--- src/rtl/uart_rx_parity_if.sv ---
// uart_rx_parity_if: serial-side and result-side signals of the UART receiver.
//   b_tick        1-clk pulse at 16x baud (from the shared baud generator)
//   Rx_d_in       serial line, idle high
//   PARITYSEL_Rx  0 = even parity, 1 = odd parity
//   Rx_done       1-clk pulse when a frame has completed
//   Rx_d_out      [DBIT-1:0] received data, [DBIT] parity-error flag
//   Rx_ferr       framing error (stop bit sampled 0), valid with Rx_done
//   ERRCOUNTER    saturating count of errored frames
// master = whoever drives the line/tick (bench or link), slave = the receiver.
interface uart_rx_parity_if #(
    parameter int DBIT  = 8,
    parameter int CNT_W = 16
);
    logic             b_tick;
    logic             Rx_d_in;
    logic             PARITYSEL_Rx;
    logic             Rx_done;
    logic [DBIT:0]    Rx_d_out;
    logic             Rx_ferr;
    logic [CNT_W-1:0] ERRCOUNTER;

    modport master (
        output b_tick, Rx_d_in, PARITYSEL_Rx,
        input  Rx_done, Rx_d_out, Rx_ferr, ERRCOUNTER
    );

    modport slave (
        input  b_tick, Rx_d_in, PARITYSEL_Rx,
        output Rx_done, Rx_d_out, Rx_ferr, ERRCOUNTER
    );
endinterface

--- src/rtl/uart_rx_parity.sv ---
// uart_rx_parity: UART receiver for start + DBIT data (LSB first) + parity + stop
// frames, sampled with a 16x oversampling tick.
//   clk    system clock
//   reset  asynchronous, active-high
//   rx     uart_rx_parity_if.slave (tick, serial line, parity select in;
//          done pulse, data+parity flag, framing error, error counter out)
// The interface instance must be built with the same DBIT/CNT_W as this module.
module uart_rx_parity #(
    parameter int DBIT    = 8,
    parameter int SB_TICK = 16,
    parameter int CNT_W   = 16
) (
    input  logic           clk,
    input  logic           reset,
    uart_rx_parity_if.slave rx
);
    // Tick counter must reach both 15 (data/parity) and SB_TICK-1 (stop).
    localparam int S_W = (SB_TICK > 16) ? $clog2(SB_TICK) : 4;
    localparam int N_W = (DBIT > 1) ? $clog2(DBIT) : 1;

    typedef enum logic [2:0] {IDLE, START, DATA, PARITY, STOP} state_t;

    state_t           state_q, state_d;
    logic [S_W-1:0]   s_q, s_d;
    logic [N_W-1:0]   n_q, n_d;
    logic [DBIT-1:0]  data_q, data_d;
    logic             par_q, par_d;
    logic             psel_q, psel_d;
    logic             sync1_q, sync1_d;
    logic             sync2_q, sync2_d;
    logic             prev_q, prev_d;
    logic             done_q, done_d;
    logic [DBIT:0]    dout_q, dout_d;
    logic             ferr_q, ferr_d;
    logic [CNT_W-1:0] errcnt_q, errcnt_d;

    logic             line;
    logic             fall;
    logic             perr;
    logic [DBIT:0]    shift_w;

    always_ff @(posedge clk or posedge reset) begin
        if (reset) begin
            state_q  <= IDLE;
            s_q      <= '0;
            n_q      <= '0;
            data_q   <= '0;
            par_q    <= 1'b0;
            psel_q   <= 1'b0;
            sync1_q  <= 1'b1;
            sync2_q  <= 1'b1;
            prev_q   <= 1'b1;
            done_q   <= 1'b0;
            dout_q   <= '0;
            ferr_q   <= 1'b0;
            errcnt_q <= '0;
        end else begin
            state_q  <= state_d;
            s_q      <= s_d;
            n_q      <= n_d;
            data_q   <= data_d;
            par_q    <= par_d;
            psel_q   <= psel_d;
            sync1_q  <= sync1_d;
            sync2_q  <= sync2_d;
            prev_q   <= prev_d;
            done_q   <= done_d;
            dout_q   <= dout_d;
            ferr_q   <= ferr_d;
            errcnt_q <= errcnt_d;
        end
    end

    always_comb begin
        state_d  = state_q;
        s_d      = s_q;
        n_d      = n_q;
        data_d   = data_q;
        par_d    = par_q;
        psel_d   = psel_q;
        done_d   = 1'b0;
        dout_d   = dout_q;
        ferr_d   = ferr_q;
        errcnt_d = errcnt_q;

        sync1_d  = rx.Rx_d_in;
        sync2_d  = sync1_q;
        prev_d   = sync2_q;

        line     = sync2_q;
        // prev_q tracks the synced line in every state, so a line that is
        // already low on entry to IDLE produces no edge until it goes high.
        fall     = prev_q & ~sync2_q;
        perr     = ((^data_q) ^ par_q) != psel_q;
        shift_w  = {line, data_q};

        unique case (state_q)
            IDLE: begin
                if (fall) begin
                    s_d     = '0;
                    psel_d  = rx.PARITYSEL_Rx;
                    state_d = START;
                end
            end
            START: begin
                if (rx.b_tick) begin
                    if (s_q == S_W'(7)) begin
                        // Mid start bit: still low -> real frame, else glitch.
                        if (!line) begin
                            s_d     = '0;
                            n_d     = '0;
                            state_d = DATA;
                        end else begin
                            state_d = IDLE;
                        end
                    end else begin
                        s_d = s_q + S_W'(1);
                    end
                end
            end
            DATA: begin
                if (rx.b_tick) begin
                    if (s_q == S_W'(15)) begin
                        s_d    = '0;
                        data_d = shift_w[DBIT:1];
                        if (n_q == N_W'(DBIT - 1)) state_d = PARITY;
                        else                       n_d     = n_q + N_W'(1);
                    end else begin
                        s_d = s_q + S_W'(1);
                    end
                end
            end
            PARITY: begin
                if (rx.b_tick) begin
                    if (s_q == S_W'(15)) begin
                        par_d   = line;
                        s_d     = '0;
                        state_d = STOP;
                    end else begin
                        s_d = s_q + S_W'(1);
                    end
                end
            end
            STOP: begin
                if (rx.b_tick) begin
                    if (s_q == S_W'(SB_TICK - 1)) begin
                        s_d     = '0;
                        state_d = IDLE;
                        done_d  = 1'b1;
                        dout_d  = {perr, data_q};
                        ferr_d  = ~line;
                        // One increment per errored frame, held at all-ones.
                        if ((perr || !line) && (errcnt_q != {CNT_W{1'b1}}))
                            errcnt_d = errcnt_q + CNT_W'(1);
                    end else begin
                        s_d = s_q + S_W'(1);
                    end
                end
            end
            default: state_d = IDLE;
        endcase
    end

    assign rx.Rx_done    = done_q;
    assign rx.Rx_d_out   = dout_q;
    assign rx.Rx_ferr    = ferr_q;
    assign rx.ERRCOUNTER = errcnt_q;
endmodule

--- src/flat_wrapper.sv ---
// flat-port wrapper written by rule: the top's interface ports become plain ports
module uart_rx_parity_flat 
#(
    parameter int DBIT    = 8,
    parameter int SB_TICK = 16,
    parameter int CNT_W   = 16
)
  (clk, reset, rx_b_tick, rx_Rx_d_in, rx_PARITYSEL_Rx, rx_Rx_done, rx_Rx_d_out, rx_Rx_ferr, rx_ERRCOUNTER);
  uart_rx_parity_if #(.DBIT(DBIT), .CNT_W(CNT_W)) rx_i ();
  input  logic clk;
  input  logic reset;
  input wire logic [$bits(rx_i.b_tick)-1:0] rx_b_tick;
  input wire logic [$bits(rx_i.Rx_d_in)-1:0] rx_Rx_d_in;
  input wire logic [$bits(rx_i.PARITYSEL_Rx)-1:0] rx_PARITYSEL_Rx;
  output wire logic [$bits(rx_i.Rx_done)-1:0] rx_Rx_done;
  output wire logic [$bits(rx_i.Rx_d_out)-1:0] rx_Rx_d_out;
  output wire logic [$bits(rx_i.Rx_ferr)-1:0] rx_Rx_ferr;
  output wire logic [$bits(rx_i.ERRCOUNTER)-1:0] rx_ERRCOUNTER;
  assign rx_i.b_tick = rx_b_tick;
  assign rx_i.Rx_d_in = rx_Rx_d_in;
  assign rx_i.PARITYSEL_Rx = rx_PARITYSEL_Rx;
  assign rx_Rx_done = rx_i.Rx_done;
  assign rx_Rx_d_out = rx_i.Rx_d_out;
  assign rx_Rx_ferr = rx_i.Rx_ferr;
  assign rx_ERRCOUNTER = rx_i.ERRCOUNTER;
  uart_rx_parity #(.DBIT(DBIT), .SB_TICK(SB_TICK), .CNT_W(CNT_W)) u_core (.clk(clk), .reset(reset), .rx(rx_i));
endmodule
--- config.mk ---
export PLATFORM = sky130hd
export DESIGN_NAME = uart_rx_parity_flat
export DESIGN_NICKNAME = d
export VERILOG_FILES = /design/src/rtl/uart_rx_parity_if.sv /design/src/rtl/uart_rx_parity.sv /design/src/flat_wrapper.sv
export SDC_FILE = /design/constraint.sdc
export NUM_CORES = 1
export LEC_CHECK = 0
export BUFFER_PORTS_ARGS = -buffer_cell sky130_fd_sc_hd__clkbuf_2
export CAP_MARGIN = 30
export CORE_ASPECT_RATIO = 0.75
export CORE_UTILIZATION = 60
export CTS_BUF_LIST = sky130_fd_sc_hd__clkbuf_4
export DETAILED_ROUTE_END_ITERATION = 10
export GPL_ROUTABILITY_DRIVEN = 0
export MAX_ROUTING_LAYER = met4
export PLACE_DENSITY = 0.93
export SLEW_MARGIN = 20
export SYNTH_ARGS = -nofsm -noshare
export SYNTH_HDL_FRONTEND = slang
export SYNTH_SLANG_ARGS = --single-unit
--- constraint.sdc ---
create_clock -name clk -period 2.4 [get_ports clk]
set_input_delay 0.48 -clock clk [delete_from_list [all_inputs] [get_ports clk]]
set_output_delay 0.48 -clock clk [all_outputs]
set_load 0.1 [all_outputs]
; ---- After elaboration in Yosys (flattened, before gate mapping)
; Index checks and enable logic that the tools add are counted.
[word_totals]
regBits = 50
in_bits = 5
output_inout_bits = 27
wordCells = 87
[op_classes]
addsub = 3
n_eq_ne = 23
mux = 29
bitwise_logic = 3
reduce_logical = 16
[op_table]
columns = cell, n
row1 = $mux W3, 16
row2 = $mux W4, 6
row3 = $add A16 B1 Y16 const B, 1
row4 = $ne A16 B16 Y1 const B, 1
row5 = $pmux W3 S5, 1
row6 = $ne A2 B1 Y1 const B, 7
row7 = $ne A2 B2 Y1 const B, 6
row8 = $pmux W4 S3, 1
row9 = $reduce_and A10 Y1, 1
row10 = $reduce_and A3 Y1, 3
row11 = $reduce_xor A8 Y1, 1
row12 = $reduce_and A7 Y1, 1
row13 = $eq A3 B2 Y1 const B, 2
row14 = $eq A3 B3 Y1 const B, 2
row15 = $pmux W3 S2, 1
row16 = $reduce_and A5 Y1, 1
row17 = $add A4 B1 Y4 const B, 1
row18 = $eq A4 B3 Y1 const B, 1
row19 = $eq A4 B4 Y1 const B, 1
row20 = $reduce_and A4 Y1, 1
row21 = $add A3 B1 Y3 const B, 1
row22 = $eq A3 B1 Y1 const B, 1
row23 = $logic_not A3 Y1, 1
row24 = $mux W1, 3
row25 = other kinds (13), 13

; ---- Depth between registers and ports, before layout
; Gate-level depths: netlist (run 1).
[logic_depth]
word_depth = 6
depth_mapped = 8
mapped_depth_nobuf = 7

; ---- Worst setup path after synthesis (run 1)
; OpenSTA, ideal clock, no wires.
[synth_path]
path_kind = register -> register
start = reg u_core.errcnt_q[5] (netlist: u_core.rx.ERRCOUNTER[5])
end = reg u_core.errcnt_q[1] (netlist: u_core.rx.ERRCOUNTER[1])
setup_time_ns = 0.127
arrival_time_ns = 2.286
t_required_ns = 2.273
setup_slack_ns = -0.013
stages_incl_launch_ff = 6
n_path_buf = 0
synth_period_minus_slack_ns = 2.413
path_cell_list = dfrtp_1 and4_1 nand4_1 nor2_4 a211oi_4 mux2_4
[synth_between]
elab_chain_len = 3
[synth_rtl]
columns = element, line
row1 = from (decl), uart_rx_parity.sv:35  ; logic [CNT_W-1:0] errcnt_q, errcnt_d;
row2 = from (signal assigned), uart_rx_parity.sv:70  ; errcnt_q <= errcnt_d;
row3 = $ne A16 B16 Y1, uart_rx_parity.sv:153  ; if ((perr || !line) && (errcnt_q != {CNT_W{1'b1}}))
row4 = $logic_and A1 B1 Y1, uart_rx_parity.sv:153
row5 = $reduce_and A4 Y1 (no line), --
; Every way passes these cells.
; A chain may end at the register's enable or synchronous reset.

; ---- Worst setup path in the final report (run 1)
[layout_path]
start = reg u_core.data_q[3]
end = reg u_core.errcnt_q[11] (netlist: u_core.rx.ERRCOUNTER[11])
[layout_between]
elab_chain_len = 6
[layout_rtl]
columns = element, line
row1 = from (decl), uart_rx_parity.sv:26  ; logic [DBIT-1:0] data_q, data_d;
row2 = from (signal assigned), uart_rx_parity.sv:61  ; data_q <= data_d;
row3 = $reduce_xor A8 Y1, uart_rx_parity.sv:94  ; perr = ((^data_q) ^ par_q) != psel_q;
row4 = $xor A1 B1 Y1, uart_rx_parity.sv:94
row5 = $ne A1 B1 Y1, uart_rx_parity.sv:94
row6 = $logic_or A1 B1 Y1, uart_rx_parity.sv:153
row7 = $logic_and A1 B1 Y1, uart_rx_parity.sv:153
row8 = $reduce_and A4 Y1 (no line), --
; Every way passes these cells.

==> metrics, run 1 <==
run status completed; Reg2Reg Depth 6; core area about 0.0041 mm2; TritonCTS Buffers 5; first-pass GRT wire length 8.16 mm; Worst EP required 2.68 ns; IO Count 32; DRT Pass-1 Iters 5; synth unique cells 46; WL/cell 14.8 um; non-filler instance count after layout 306; worst-path cell chain xor2_1, xnor3_2, xnor2_4, buf_4, a2111oi_2, xor2_1; clock sinks 50; synthesized area per cell 12.1 um2; crit path buf inv count 1; area delta synth->final 12.4%; Seq/Total Area, Yosys around 50%; Max Freq approximately 0.46 GHz; Most used DFF post-synth dfrtp_1; Synth Net Count 219; max-cap violations 0; synthesized instance count 210; Largest delay share family, worst path XOR/XNOR gates; nets approximately 260; Slew Viols, Final 0; # rows 20; Seq cells post-synth 50; initial drt markers 78; PwrDens 643 mW/mm2; total number of vias 1,806; Yosys top cell area share a little under half; CTS tree yes; DRC 0; setup violators final 0; maximum VDD drop about 0.43 mV; Clock Tree Root clkbuf_4; htree depth 2; dpl cells 298; Final Hold Slack 0.0743 ns; initial antenna violation count 0; Critical Path Most Common Cell xor2_1; Worst R2R Start u_core.data_q[3]$_DFFE_PP0P_; gr usage total roughly a quarter; drt total wl between 4 and 5 mm; R2R Setup Slk 0.20 ns; hold crit path type input pin to asynchronous set/reset pin; slowest CP cell xnor3_2; Post-CTS Setup Inserts 0; Post-synth EDFFs 0; clk buf depth 2; total congestion overflow 0; antenna viol nets, final 0; leading post-synthesis cells by cell area dfrtp_1 46%, mux2_2 8.4%, xor2_1 5.2%; CP arrival 2.48 ns; Critical Path Start Type flip-flop; latest clock arrival within the worst-skew pair 0.36 ns; Layout Utilization a little over two thirds; number of global-route vias before repair 1,742; min Tclk post-route ~2.2 ns; largest net degree at the start of global routing 22; Crit. End Element flip-flop; Die Y-Extent 58.3 um; synthesized area ~0.0025 mm2; Worst-Margin Slew 0.554 ns; Post-synth ARST share 100%; Avg Vias per Cell 5.90; dpl hpwl 3.25 mm; worst-path maximum fanout 13; Hold Buf Count CTS 0; Commonest cells post-synth 47 x dfrtp_1, 19 x mux2_2, 15 x xor2_1, 14 x nand2_1, 9 x nor2_1; Final Skew 0.0141 ns; total negative slack 0 ns; Final period util 91.5%; # resized after CTS 0; Static Leak 0.00144 uW; YS warnings 0; Hold Violations, Final 0; # port buffers 31; share of post-route cells with drive strength above 1 39.0%; count leader, synth dfrtp_1; CTS clk-pin slew, worst paths 0.14 ns; Starting Density 62.5%; Crit path largest cell delay 0.50 ns; Die ar. 0.00449 mm2; max_slew headroom a little over three fifths; RR Endpoint u_core.rx.ERRCOUNTER[11]$_DFFE_PP0P_; unrepaired setup endpoints after global routing false; die width 77.0 um; post-synth top area cell dfrtp_1; Crit Path Class flip-flop to flip-flop; antenna fix cells 0
-- power breakdown --
part	internal (uW)	total, uW	switching, uW	leakage (uW)
Clock	127	385	259	0.0000356
Sequential	901	962	60.9	0.000670
Combinational	207	483	276	0.000737
Total	1230	1830	596	0.00144
-- cell families (layout without fill, tap and decap cells) --
| logic type | after synthesis | after routing | share of synthesized area (%) |
|---|---|---|---|
| xor+xnor | 24 | 24 | 9.93 |
| buf+inv | 15 | 56 | 2.87 |
| flops | 50 | 50 | 49.6 |
| compound gates | 42 | 42 | 14.5 |
| fa+ha+maj | 4 | 4 | 1.98 |
| simple gates | 55 | 55 | 12.2 |
| mux | 20 | 20 | 9.04 |
-- stage by stage --
step	area [um2]	setup WS, ns	total power (uW)
after CTS	2850	0.200	1840
after global placement	2790	0.345	1440
after floorplan	2530	0.0162	1340
after detailed placement	2790	0.257	1460
after global routing	2850	0.0577	1950
final	2850	0.204	1830
-- state kept, by name, indices dropped and copies added, names as in the netlist --
signal / count
u_core.s_q: 4
u_core.par_q: 1
u_core.rx.Rx_ferr: 1
u_core.line: 1
u_core.sync1_q: 1
u_core.rx.Rx_d_out: 9
u_core.prev_q: 1
u_core.state_q: 3
u_core.rx.Rx_done: 1
u_core.data_q: 8
u_core.psel_q: 1
u_core.n_q: 3
u_core.rx.ERRCOUNTER: 16
-- cells in the final DEF (no fill, tap or decap), types with 6 or more instances in the layout --
cell type | synthesis | routed
nor2_1 | 9 | 9
buf_4 | 0 | 10
clkbuf_2 | 0 | 31
xnor2_1 | 6 | 6
nand3_1 | 8 | 8
mux2_2 | 19 | 19
nand2_1 | 14 | 14
and3_1 | 6 | 6
clkbuf_4 | 0 | 6
o21ai_1 | 6 | 6
xor2_1 | 15 | 15
dfrtp_1 | 47 | 45
o21ai_0 | 6 | 6
-- cell type report --
type,instances,area [um2]
clock buffers,6,45.0
clock inverters,2,13.8
fillers,296,1210
inverters,7,26.3
multi-input cells,145,1200
flip-flops and latches,50,1260
well taps,55,68.8
repair buffers,41,230
-- metal layers --
| layer | GRT usage [%] | vias to the layer above | share of wire [%] |
|---|---|---|---|
| met1 | 31.0 | 905 | 46 |
| met4 | 7.28 | 0 | 1.1 |
| met5 | - | - | 0 |
| met3 | 4.41 | 5 | 4.6 |
| li1 | - | 842 | - |
| met2 | 40.4 | 54 | 48 |
-- worst max-delay path by stage --
stage                                                    from                                    to  cells past startpoint
after global routing             u_core.data_q[3]$_DFFE_PP0P_  u_core.rx.ERRCOUNTER[11]$_DFFE_PP0P_                      6
after floorplan           u_core.rx.ERRCOUNTER[0]$_DFFE_PP0P_   u_core.rx.ERRCOUNTER[1]$_DFFE_PP0P_                      5
after CTS                        u_core.data_q[3]$_DFFE_PP0P_  u_core.rx.ERRCOUNTER[11]$_DFFE_PP0P_                      6
after detailed placement         u_core.data_q[3]$_DFFE_PP0P_  u_core.rx.ERRCOUNTER[11]$_DFFE_PP0P_                      6
after global placement           u_core.data_q[3]$_DFFE_PP0P_  u_core.rx.ERRCOUNTER[13]$_DFFE_PP0P_                      6
final                            u_core.data_q[3]$_DFFE_PP0P_  u_core.rx.ERRCOUNTER[11]$_DFFE_PP0P_                      6
No activity file was read; power rests on OpenSTA's default activity.
==> run 2: changes to the inputs <==
--- a/config.mk
+++ b/config.mk
@@ -8,6 +8,7 @@
 export BUFFER_PORTS_ARGS = -buffer_cell sky130_fd_sc_hd__clkbuf_2
 export CAP_MARGIN = 30
 export CORE_ASPECT_RATIO = 0.75
+export CORE_MARGIN = 4
 export CORE_UTILIZATION = 60
 export CTS_BUF_LIST = sky130_fd_sc_hd__clkbuf_4
 export DETAILED_ROUTE_END_ITERATION = 10
==> run 2 against run 1 <==
Global-route usage is 3.1 points lower; fmax is 0.31% lower; power is 1.4% higher; non-clock buffer count is 1 higher; wire length is 10% higher; setup slack worse by 0.0069 ns; core utilization is 0.52 points higher; cell area is 0.75% higher; clock skew is 0.0089 ns lower; register-to-register slack hardly changed; largest cell class unchanged; largest power group unchanged.
==> metrics, run 2 (synthesis gave the netlist of run 1 again) <==
initial drt markers 115; Max Freq 0.454 GHz; Die ar. 0.00533 mm2; core area 0.00405 mm2; min Tclk post-route 2.20 ns; Largest delay share family, worst path XOR/XNOR gates; gr usage total 21.3%; Final Skew 0.00521 ns; Final period util 91.8%; # resized after CTS 0; Reg2Reg Depth 6; PwrDens 648 mW/mm2; Hold Violations, Final 0; Avg Vias per Cell 5.85; Post-CTS Setup Inserts 0; Hold Buf Count CTS 0; total congestion overflow 0; IO Count 32; latest clock arrival within the worst-skew pair around 0.39 ns; Worst Hold Path EP u_core.sync1_q$_DFF_PP1_; run status completed; crit path buf inv count 1; Worst-Margin Slew 0.548 ns; Worst R2R Start u_core.data_q[3]$_DFFE_PP0P_; hold crit path type input pin to flip-flop; CTS tree yes; # port buffers 31; Fillers 305; largest net degree at the start of global routing 42; CTS clk-pin slew, worst paths about 0.15 ns; Crit. End Element flip-flop; antenna viol nets, final 0; Static Leak about 0.0014 uW; clk buf depth 2; slowest CP cell xnor3_2; total number of vias 1,796; Slew Viols, Final 0; maximum VDD drop 0.418 mV; unrepaired setup endpoints after global routing false; Crit Path Class flip-flop to flip-flop; first-pass GRT wire length 8.73 mm; nets 260; drt total wl 4.99 mm; worst-path maximum fanout 15; DRT Pass-1 Iters 4; max FFs per register 16; Crit path largest cell delay 0.50 ns; Starting Density 62.5%; hold path cells 1; area of the multi-input gates 0.00120 mm2; Hold Startpoint rx_Rx_d_in; number of global-route vias before repair about 1,800; antenna fix cells 0; Clock Tree Root clkbuf_4; max_slew headroom 63.6%; Power Total 1860 uW; most frequent cells in the layout 45 x dfrtp_1, 31 x clkbuf_2, 19 x mux2_2; RR Endpoint u_core.rx.ERRCOUNTER[11]$_DFFE_PP0P_; share of post-route cells with drive strength above 1 between 30% and 40%; htree depth 2; Critical Path Start Type flip-flop; # rows 20; max-cap violations 0; Critical Path Most Common Cell xor2_1; TritonCTS Buffers 5; Worst EP required 2.72 ns; WL/cell roughly 16 um; worst-path cell chain xor2_1, xnor3_2, xnor2_4, buf_4, a2111oi_2, xor2_1; die width 83.0 um; initial antenna violation count 0; total negative slack 0 ns; Die Y-Extent 64.3 um; clock sinks 50; dpl hpwl around 3.6 mm; DRC 0; R2R Setup Slk 0.20 ns; commonest non-fill, non-tap cell in the layout dfrtp_1; register area 0.00126 mm2; setup violators final 0; CP arrival 2.52 ns; area delta synth->final 13.2%
[run 2: cell types whose count changed in the layout (fill, tap and decap cells not counted)]
| cell | previous run | this run |
|---|---|---|
| dlygate4sd3_1 | 0 | 1 |
| clkbuf_4 | 6 | 5 |
| inv_6 | 0 | 1 |
| clkinv_4 | 1 | 0 |
| buf_4 | 10 | 9 |
| clkinv_1 | 0 | 1 |
| clkinv_2 | 1 | 0 |
| clkinvlp_4 | 0 | 1 |
| buf_12 | 0 | 1 |
[run 2: cell type report]
type,instances,share of cell area (%)
repair buffers,42,8.81
multi-input cells,145,42.0
flip-flops and latches,50,43.8
clock inverters,3,0.698
inverters,7,0.916
clock buffers,5,1.31
well taps,55,2.40
[run 2: how the worst max path moves through the flow]
stage | startpoint | end | depth (start not counted)
after detailed placement | u_core.data_q[3]$_DFFE_PP0P_ | u_core.rx.ERRCOUNTER[15]$_DFFE_PP0P_ | 6
after floorplan | u_core.rx.ERRCOUNTER[0]$_DFFE_PP0P_ | u_core.rx.ERRCOUNTER[1]$_DFFE_PP0P_ | 5
final | u_core.data_q[3]$_DFFE_PP0P_ | u_core.rx.ERRCOUNTER[11]$_DFFE_PP0P_ | 6
after global routing | u_core.s_q[0]$_DFFE_PP0P_ | u_core.rx.ERRCOUNTER[11]$_DFFE_PP0P_ | 7
after CTS | u_core.data_q[3]$_DFFE_PP0P_ | u_core.rx.ERRCOUNTER[11]$_DFFE_PP0P_ | 6
after global placement | u_core.data_q[3]$_DFFE_PP0P_ | u_core.rx.ERRCOUNTER[15]$_DFFE_PP0P_ | 6
[run 2: layer usage]
| metal | wire length [um] | up-vias | track usage, % |
|---|---|---|---|
| met5 | 0 | - | - |
| met4 | 95 | 0 | 9.80 |
| met3 | 233 | 10 | 5.15 |
| met2 | 2470 | 54 | 33.6 |
| met1 | 2200 | 885 | 26.1 |
| li1 | - | 847 | - |
[run 2: worst register-to-register path: cells and delay by family, from the launching register on]
kind                      cells  cell delay, ns
AOI/OAI and AO/OA             1            0.43
buffers and inverters         1            0.22
DFF                           1            0.44
xor gates and xnor gates      4            1.05
[run 2: power breakdown]
group / internal [uW] / switching (uW) / leakage, uW
Clock: 115 / 287 / 0.0000292
Combinational: 201 / 290 / 0.000745
Sequential: 901 / 63.6 / 0.000670
[run 2: metrics by stage]
step,setup WS [ns],instance area (um2),utilization (%),instances,hold slack (ns)
final,0.197,2870,70.7,307,0.156
after global routing,0.0514,2870,70.7,307,0.119
after detailed placement,0.236,2780,68.6,297,0.354
after CTS,0.192,2840,70.0,305,0.138
after global placement,0.328,2780,68.6,297,0.346
after floorplan,0.0162,2530,-,210,0.345
